File: src/rtl/event_filter_pkg.sv
// ============================================================================
// event_filter_pkg : shared constants, state and event types | rev 1.0
// ============================================================================
`default_nettype none

package event_filter_pkg;

  localparam int         EVT_W   = 6;
  localparam logic [1:0] P_VALID = 2'b11;
  localparam logic [1:0] P_IDLE  = 2'b00;

  typedef enum logic [1:0] {
    IDLE   = 2'd0,
    ACTIVE = 2'd1,
    FLUSH  = 2'd2
  } seq_state_t;

  typedef struct packed {
    logic [1:0] t;
    logic [1:0] y;
    logic [1:0] x;
  } evt_t;

endpackage

`default_nettype wire

File: src/rtl/event_filter_sequencer_if.sv
// ============================================================================
// event_filter_sequencer_if : source handshake and filter-side bus | rev 1.0
// ============================================================================
`default_nettype none

interface event_filter_sequencer_if #(
  parameter int N_SRC = 4,
  parameter int EVT_W = 6
);
  localparam int GID_W = $clog2(N_SRC);

  logic [N_SRC-1:0]       src_valid;
  logic [N_SRC*EVT_W-1:0] src_evt;
  logic [N_SRC-1:0]       src_ready;
  logic [EVT_W-1:0]       flt_evt;
  logic [1:0]             flt_p;
  logic [GID_W-1:0]       grant_id;

  modport master (
    input  src_valid, src_evt,
    output src_ready, flt_evt, flt_p, grant_id
  );

  modport slave (
    output src_valid, src_evt,
    input  src_ready, flt_evt, flt_p, grant_id
  );

endinterface

`default_nettype wire

File: src/rtl/event_filter_sequencer_rr_arbiter.sv
// ============================================================================
// rr_arbiter : combinational round-robin pick starting at ptr | rev 1.0
// ============================================================================
`default_nettype none

module rr_arbiter #(
  parameter int N_SRC = 4,
  parameter int IDX_W = $clog2(N_SRC)
) (
  input  logic [N_SRC-1:0] req,
  input  logic [IDX_W-1:0] ptr,
  output logic [N_SRC-1:0] gnt,
  output logic [IDX_W-1:0] gnt_idx
);

  logic             w_found;
  logic [IDX_W-1:0] w_idx;

  always_comb begin
    gnt     = '0;
    gnt_idx = '0;
    w_found = 1'b0;
    w_idx   = '0;
    for (int k = 0; k < N_SRC; k++) begin
      w_idx = IDX_W'((int'(ptr) + k) % N_SRC);
      if (!w_found && req[w_idx]) begin
        w_found    = 1'b1;
        gnt[w_idx] = 1'b1;
        gnt_idx    = w_idx;
      end
    end
  end

endmodule

`default_nettype wire

File: src/rtl/event_filter_sequencer.sv
// ============================================================================
// event_filter_sequencer : round-robin event front end with window flush | rev 1.0
// ============================================================================
`default_nettype none

module event_filter_sequencer #(
  parameter int N_SRC       = 4,
  parameter int WINDOW_SIZE = 4,
  parameter int EVT_W       = 6
) (
  input  logic                            clk,
  input  logic                            rst_n,
  event_filter_sequencer_if.master        bus,
  input  logic                            flush_req,
  output logic                            flush_busy,
  output logic [3:0]                      fill_cnt,
  output logic                            window_full
);
  import event_filter_pkg::*;

  localparam int         GID_W   = $clog2(N_SRC);
  localparam logic [3:0] WIN_CNT = 4'(WINDOW_SIZE);

  seq_state_t       r_state;
  logic [GID_W-1:0] r_rr_ptr;
  logic [3:0]       r_flush_cnt;
  logic [EVT_W-1:0] r_flt_evt;
  logic [1:0]       r_flt_p;
  logic [GID_W-1:0] r_grant_id;
  logic [3:0]       r_fill_cnt;
  logic             r_flush_busy;

  logic             w_flush_take;
  logic             w_grant_en;
  logic             w_xfer;
  logic [N_SRC-1:0] w_req;
  logic [N_SRC-1:0] w_gnt;
  logic [GID_W-1:0] w_gnt_idx;
  logic [EVT_W-1:0] w_sel_evt;

  // A flush accepted this cycle suppresses any grant in the same cycle.
  assign w_flush_take = (r_state == ACTIVE) && flush_req;
  assign w_grant_en   = (r_state != FLUSH) && !w_flush_take;
  assign w_req        = bus.src_valid & {N_SRC{w_grant_en}};

  rr_arbiter #(
    .N_SRC (N_SRC),
    .IDX_W (GID_W)
  ) u_arb (
    .req     (w_req),
    .ptr     (r_rr_ptr),
    .gnt     (w_gnt),
    .gnt_idx (w_gnt_idx)
  );

  assign w_xfer = |w_gnt;

  always_comb begin
    w_sel_evt = '0;
    for (int i = 0; i < N_SRC; i++) begin
      if (w_gnt[i]) w_sel_evt = bus.src_evt[i*EVT_W +: EVT_W];
    end
  end

  always_ff @(posedge clk or negedge rst_n) begin
    if (!rst_n) begin
      r_state      <= IDLE;
      r_rr_ptr     <= '0;
      r_flush_cnt  <= '0;
      r_flt_evt    <= '0;
      r_flt_p      <= P_IDLE;
      r_grant_id   <= '0;
      r_fill_cnt   <= '0;
      r_flush_busy <= 1'b0;
    end else begin
      r_flt_p <= P_IDLE;
      if (w_xfer) begin
        r_flt_evt  <= w_sel_evt;
        r_flt_p    <= P_VALID;
        r_grant_id <= w_gnt_idx;
        r_rr_ptr   <= (w_gnt_idx == GID_W'(N_SRC - 1)) ? '0 : w_gnt_idx + GID_W'(1);
        if (r_fill_cnt != WIN_CNT) r_fill_cnt <= r_fill_cnt + 4'd1;
      end
      case (r_state)
        IDLE: begin
          if (w_xfer) r_state <= ACTIVE;
        end
        ACTIVE: begin
          if (flush_req) begin
            r_state      <= FLUSH;
            r_flush_cnt  <= '0;
            r_flush_busy <= 1'b1;
            r_flt_evt    <= '0;
            r_flt_p      <= P_VALID;
          end
        end
        FLUSH: begin
          // Each flush cycle pushes a zero event; occupancy clears only on exit.
          if (r_flush_cnt == WIN_CNT - 4'd1) begin
            r_state      <= IDLE;
            r_flush_busy <= 1'b0;
            r_fill_cnt   <= '0;
          end else begin
            r_flush_cnt <= r_flush_cnt + 4'd1;
            r_flt_evt   <= '0;
            r_flt_p     <= P_VALID;
          end
        end
        default: r_state <= IDLE;
      endcase
    end
  end

  assign bus.src_ready = w_gnt;
  assign bus.flt_evt   = r_flt_evt;
  assign bus.flt_p     = r_flt_p;
  assign bus.grant_id  = r_grant_id;
  assign flush_busy    = r_flush_busy;
  assign fill_cnt      = r_fill_cnt;
  assign window_full   = (r_fill_cnt == WIN_CNT);

endmodule

`default_nettype wire

File: src/flat_wrapper.sv
// flat-port wrapper written by rule: the top's interface ports become plain ports
module event_filter_sequencer_flat import event_filter_pkg::*;
#(
  parameter int N_SRC       = 4,
  parameter int WINDOW_SIZE = 4,
  parameter int EVT_W       = 6
)
  (clk, rst_n, flush_req, flush_busy, fill_cnt, window_full, bus_src_valid, bus_src_evt, bus_src_ready, bus_flt_evt, bus_flt_p, bus_grant_id);
  event_filter_sequencer_if #(.N_SRC(N_SRC), .EVT_W(EVT_W)) bus_i ();
  input  logic clk;
  input  logic rst_n;
  input  logic flush_req;
  output logic flush_busy;
  output logic [3:0] fill_cnt;
  output logic window_full;
  input wire logic [$bits(bus_i.src_valid)-1:0] bus_src_valid;
  input wire logic [$bits(bus_i.src_evt)-1:0] bus_src_evt;
  output wire logic [$bits(bus_i.src_ready)-1:0] bus_src_ready;
  output wire logic [$bits(bus_i.flt_evt)-1:0] bus_flt_evt;
  output wire logic [$bits(bus_i.flt_p)-1:0] bus_flt_p;
  output wire logic [$bits(bus_i.grant_id)-1:0] bus_grant_id;
  assign bus_i.src_valid = bus_src_valid;
  assign bus_i.src_evt = bus_src_evt;
  assign bus_src_ready = bus_i.src_ready;
  assign bus_flt_evt = bus_i.flt_evt;
  assign bus_flt_p = bus_i.flt_p;
  assign bus_grant_id = bus_i.grant_id;
  event_filter_sequencer #(.N_SRC(N_SRC), .WINDOW_SIZE(WINDOW_SIZE), .EVT_W(EVT_W)) u_core (.clk(clk), .rst_n(rst_n), .bus(bus_i), .flush_req(flush_req), .flush_busy(flush_busy), .fill_cnt(fill_cnt), .window_full(window_full));
endmodule
File: config.mk
export PLATFORM = sky130hd
export DESIGN_NAME = event_filter_sequencer_flat
export DESIGN_NICKNAME = d
export VERILOG_FILES = /design/src/rtl/event_filter_pkg.sv /design/src/rtl/event_filter_sequencer_if.sv /design/src/rtl/event_filter_sequencer_rr_arbiter.sv /design/src/rtl/event_filter_sequencer.sv /design/src/flat_wrapper.sv
export SDC_FILE = /design/constraint.sdc
export NUM_CORES = 1
export LEC_CHECK = 0
export ABC_CLOCK_PERIOD_IN_PS = 6050
export CORE_AREA = 8 8 68 70
export DETAILED_ROUTE_END_ITERATION = 6
export DIE_AREA = 0 0 76 78
export PLACE_DENSITY = 0.95
export SLEW_MARGIN = 20
export SYNTH_ARGS = -nofsm -noshare
export SYNTH_HDL_FRONTEND = slang
export SYNTH_HIERARCHICAL = 1
export SYNTH_SLANG_ARGS = --single-unit
File: constraint.sdc
create_clock -name clk -period 6.05 [get_ports clk]
set_clock_uncertainty 0.1 [all_clocks]
set_input_delay 0.605 -clock clk [delete_from_list [all_inputs] [get_ports clk]]
set_output_delay 0.605 -clock clk [all_outputs]
set_load 0.02 [all_outputs]
==> metrics.md <==
| Metric | Value |
|---|---|
| Status | `complete, no violations` |
| Clock-pin slew on the worst setup and hold paths | `about 120 ps` |
| Slew Limit Fails | `0` |
| Most common cell in the netlist | `dfrtp_1` |
| Starting Density | `between 40% and 50%` |
| Synth top area cells | `dfrtp_1, ha_1, nand2_1` |
| Post-synth EDFFs | `0` |
| Min-Delay Path Class | `reg -> reg` |
| Die width | `around 76 um` |
| DR pass1 iterations | `4` |
| DR WL met3 | `about 340 um` |
| Drt wl/cell | `15.8 um` |
| Die area | `~5900 um2` |
| Vias in the first global route | `around 1700` |
| Endpoints failing setup | `0` |
| Fmax | `~210 MHz` |
| CTS sink cnt | `22` |
| Metal-1 WL | `1800 um` |
| Io pins | `51` |
| Nets | `282` |
| Crit path cell chain | `inv_1, ha_1, a21oi_1, and2_1, mux4_2, nor2b_4, a22oi_1, o21ai_1, clkdlybuf4s50_1` |
| Top Layer Used | `met4` |
| DR DRC count | `0` |
| Mapped Area | `about 1800 um2` |
| Global Route Usage Sum | `roughly 15%` |
| Cts bufs inserted | `3` |
| # fillers | `273` |
| RD Place Congestion | `between 0.8 and 0.9` |
| Die height | `~78 um` |
| CP arrival | `3960 ps` |
| TritonCTS clock tree | `yes` |
| Antenna Cells | `0` |
| Critical Path Slowest Stage Cell | `clkdlybuf4s50_1` |
| Post-DP HPWL | `3410 um` |
| DRT Wirelength | `about 4500 um` |
| Clk buf depth | `2` |
| Multi-input logic area | `roughly 1100 um2` |
| Clock Latency Late Sink | `about 310 ps` |
| Cells after Synth | `190` |
| Post-route ant nets | `0` |
| Drt via density | `about 5.8` |
| Crit start category | `flop` |
| Top post-synthesis cells by count | `dfrtp_1, nand2_1, a21oi_1` |
| Syn Nets | `between 200 and 250` |
| CP endpoint kind | `output pin` |
| RSZ-0062 raised after global routing | `no` |
| Count of cell types in the netlist | `50` |
| Hold buffers post-CTS | `0` |
| Total number of vias | `1656` |
| First-pass GRT wire length | `approximately 7600 um` |
| Setup bufs post-CTS | `0` |
| Yosys warning count | `6` |
| Sequential fraction of the synthesis area | `31.1%` |
| CP Class | `reg -> out` |
| Fin crit period | `4670 ps` |
| Initial antenna violation count | `0` |
| Htree depth | `1` |
| Worst hold margin | `just over 400 ps` |
| DR iter-0 viols | `120` |
| CP max stage delay | `between 700 and 800 ps` |
| Max Cap Viol | `0` |
| Clock root cell | `clkbuf_4` |
| Fin. Hold Viols | `0` |
| R2R setup slack | `approximately 1900 ps` |
| Final period utilization | `between 70% and 80%` |
| Top-area cell type share of the netlist area | `between 30% and 40%` |
| Num rows | `22` |
| Core region area | `roughly 3600 um2` |
| Synthesized area per cell | `between 9 and 10 um2` |
| Setup TNS | `0 ps` |
| Top FF cell, synth | `dfrtp_1` |
| Area grow syn2layout | `31.5%` |
| Port bufs | `50` |
| Synth area leader | `dfrtp_1` |
| GR Overflow Total | `0` |
| Asr flop ratio synth | `100%` |
| Slew HR | `a little over a third` |
| Crit-path max FO | `12` |
| Largest net degree at the start of global routing | `23` |
| Met2 wire length | `roughly 2300 um` |
| Post-cts sizing count | `0` |
| Share of layout cells above drive strength 1 | `8.44%` |
| Worst-Margin Slew | `approximately 960 ps` |
| Synthesis-stage register bit count | `22` |
| Worst Path Required | `5340 ps` |
| Reg area | `about 550 um2` |
## layout by cell type, fill, tap and decap left out, types with 2 or more instances in the layout
master / Yosys / routed
ha_1: 13 / 13
and2_1: 6 / 6
a22oi_1: 8 / 8
inv_1: 12 / 12
clkbuf_4: 0 / 3
nand3b_1: 2 / 2
nand3_1: 4 / 4
o31ai_1: 2 / 2
o221ai_1: 4 / 4
dfrtp_1: 22 / 22
o22ai_1: 3 / 3
o21ai_1: 6 / 6
and3_1: 2 / 2
clkdlybuf4s50_1: 0 / 50
nor2b_1: 3 / 3
a221o_1: 6 / 6
mux4_2: 3 / 3
a221oi_1: 2 / 2
a21oi_1: 15 / 15
nor2_1: 6 / 6
a22o_1: 4 / 4
nor3_1: 5 / 5
mux2i_1: 2 / 2
nand2_2: 2 / 2
o21ai_0: 8 / 8
nand2_1: 21 / 21
## flip-flops by register name (all words and copies together), names as in the netlist
name and cells:
u_core/r_flush_cnt 4, u_core/bus.flt_evt 6, u_core/bus.grant_id 2, u_core/r_state 2, u_core/flush_busy 1, u_core/r_rr_ptr 2
u_core/fill_cnt 4, u_core/bus.flt_p 1
## worst paths after layout
path                                        start                endpoint  cells after the start
max                             u_core/r_state[0]        bus_src_ready[1]                      9
min                        u_core/bus.grant_id[1]  u_core/bus.grant_id[1]                      2
max reg2reg                     u_core/r_state[0]       u_core/r_state[0]                     13
min reg2reg                u_core/bus.grant_id[1]  u_core/bus.grant_id[1]                      2
max in group asynchronous                   rst_n      u_core/fill_cnt[0]                      1
min in group asynchronous                   rst_n      u_core/fill_cnt[3]                      1
## area by class of cell
cell class | instances | share of cell area, %
clock buffer | 3 | 0.966
clock inverter | 1 | 1.29
inverter | 13 | 2.09
multi-input combinational | 148 | 48.0
sequential | 22 | 23.6
tap | 48 | 2.58
timing repair buffer | 50 | 21.5
## cells by family after synthesis
kind of cell             Yosys count  share of synthesized area, %
flip-flops                        22                          31.1
multiplexers                       7                          7.27
AO/OA/AOI/OAI                     63                          24.8
AND/OR/NAND/NOR                   64                          21.4
buffers and inverters             20                          5.86
XOR/XNOR                           1                         0.494
adder cells (fa/ha/maj)           13                          9.17
## per-layer routing
layer	up-vias	track usage (%)
li1	807	-
met1	786	16.6
met2	59	26.9
met3	4	4.61
met4	0	3.73
met5	-	0
## through the flow
stage	instances	utilization, %	area, um2	setup slack (ps)
6_report	285	65.6	2330	1380
5_1_grt	285	65.6	2330	1140
4_1_cts	285	65.6	2330	1410
2_1_floorplan	190	-	1770	2400
3_3_place_gp	281	64.2	2280	1570
3_5_place_dp	281	64.2	2280	1490
## worst max-delay path, delay by kind of cell, from the launching register on
kind | cells | cell delay, ps
AOI/OAI and AO/OA | 3 | 820
adders and majority gates | 1 | 440
buffers and inverters | 2 | 850
DFF | 1 | 430
muxes | 1 | 620
and+or+nand+nor | 2 | 480
Power is not shown: default switching activity piles up to over one toggle a cycle in this logic, so the estimate is an artifact.
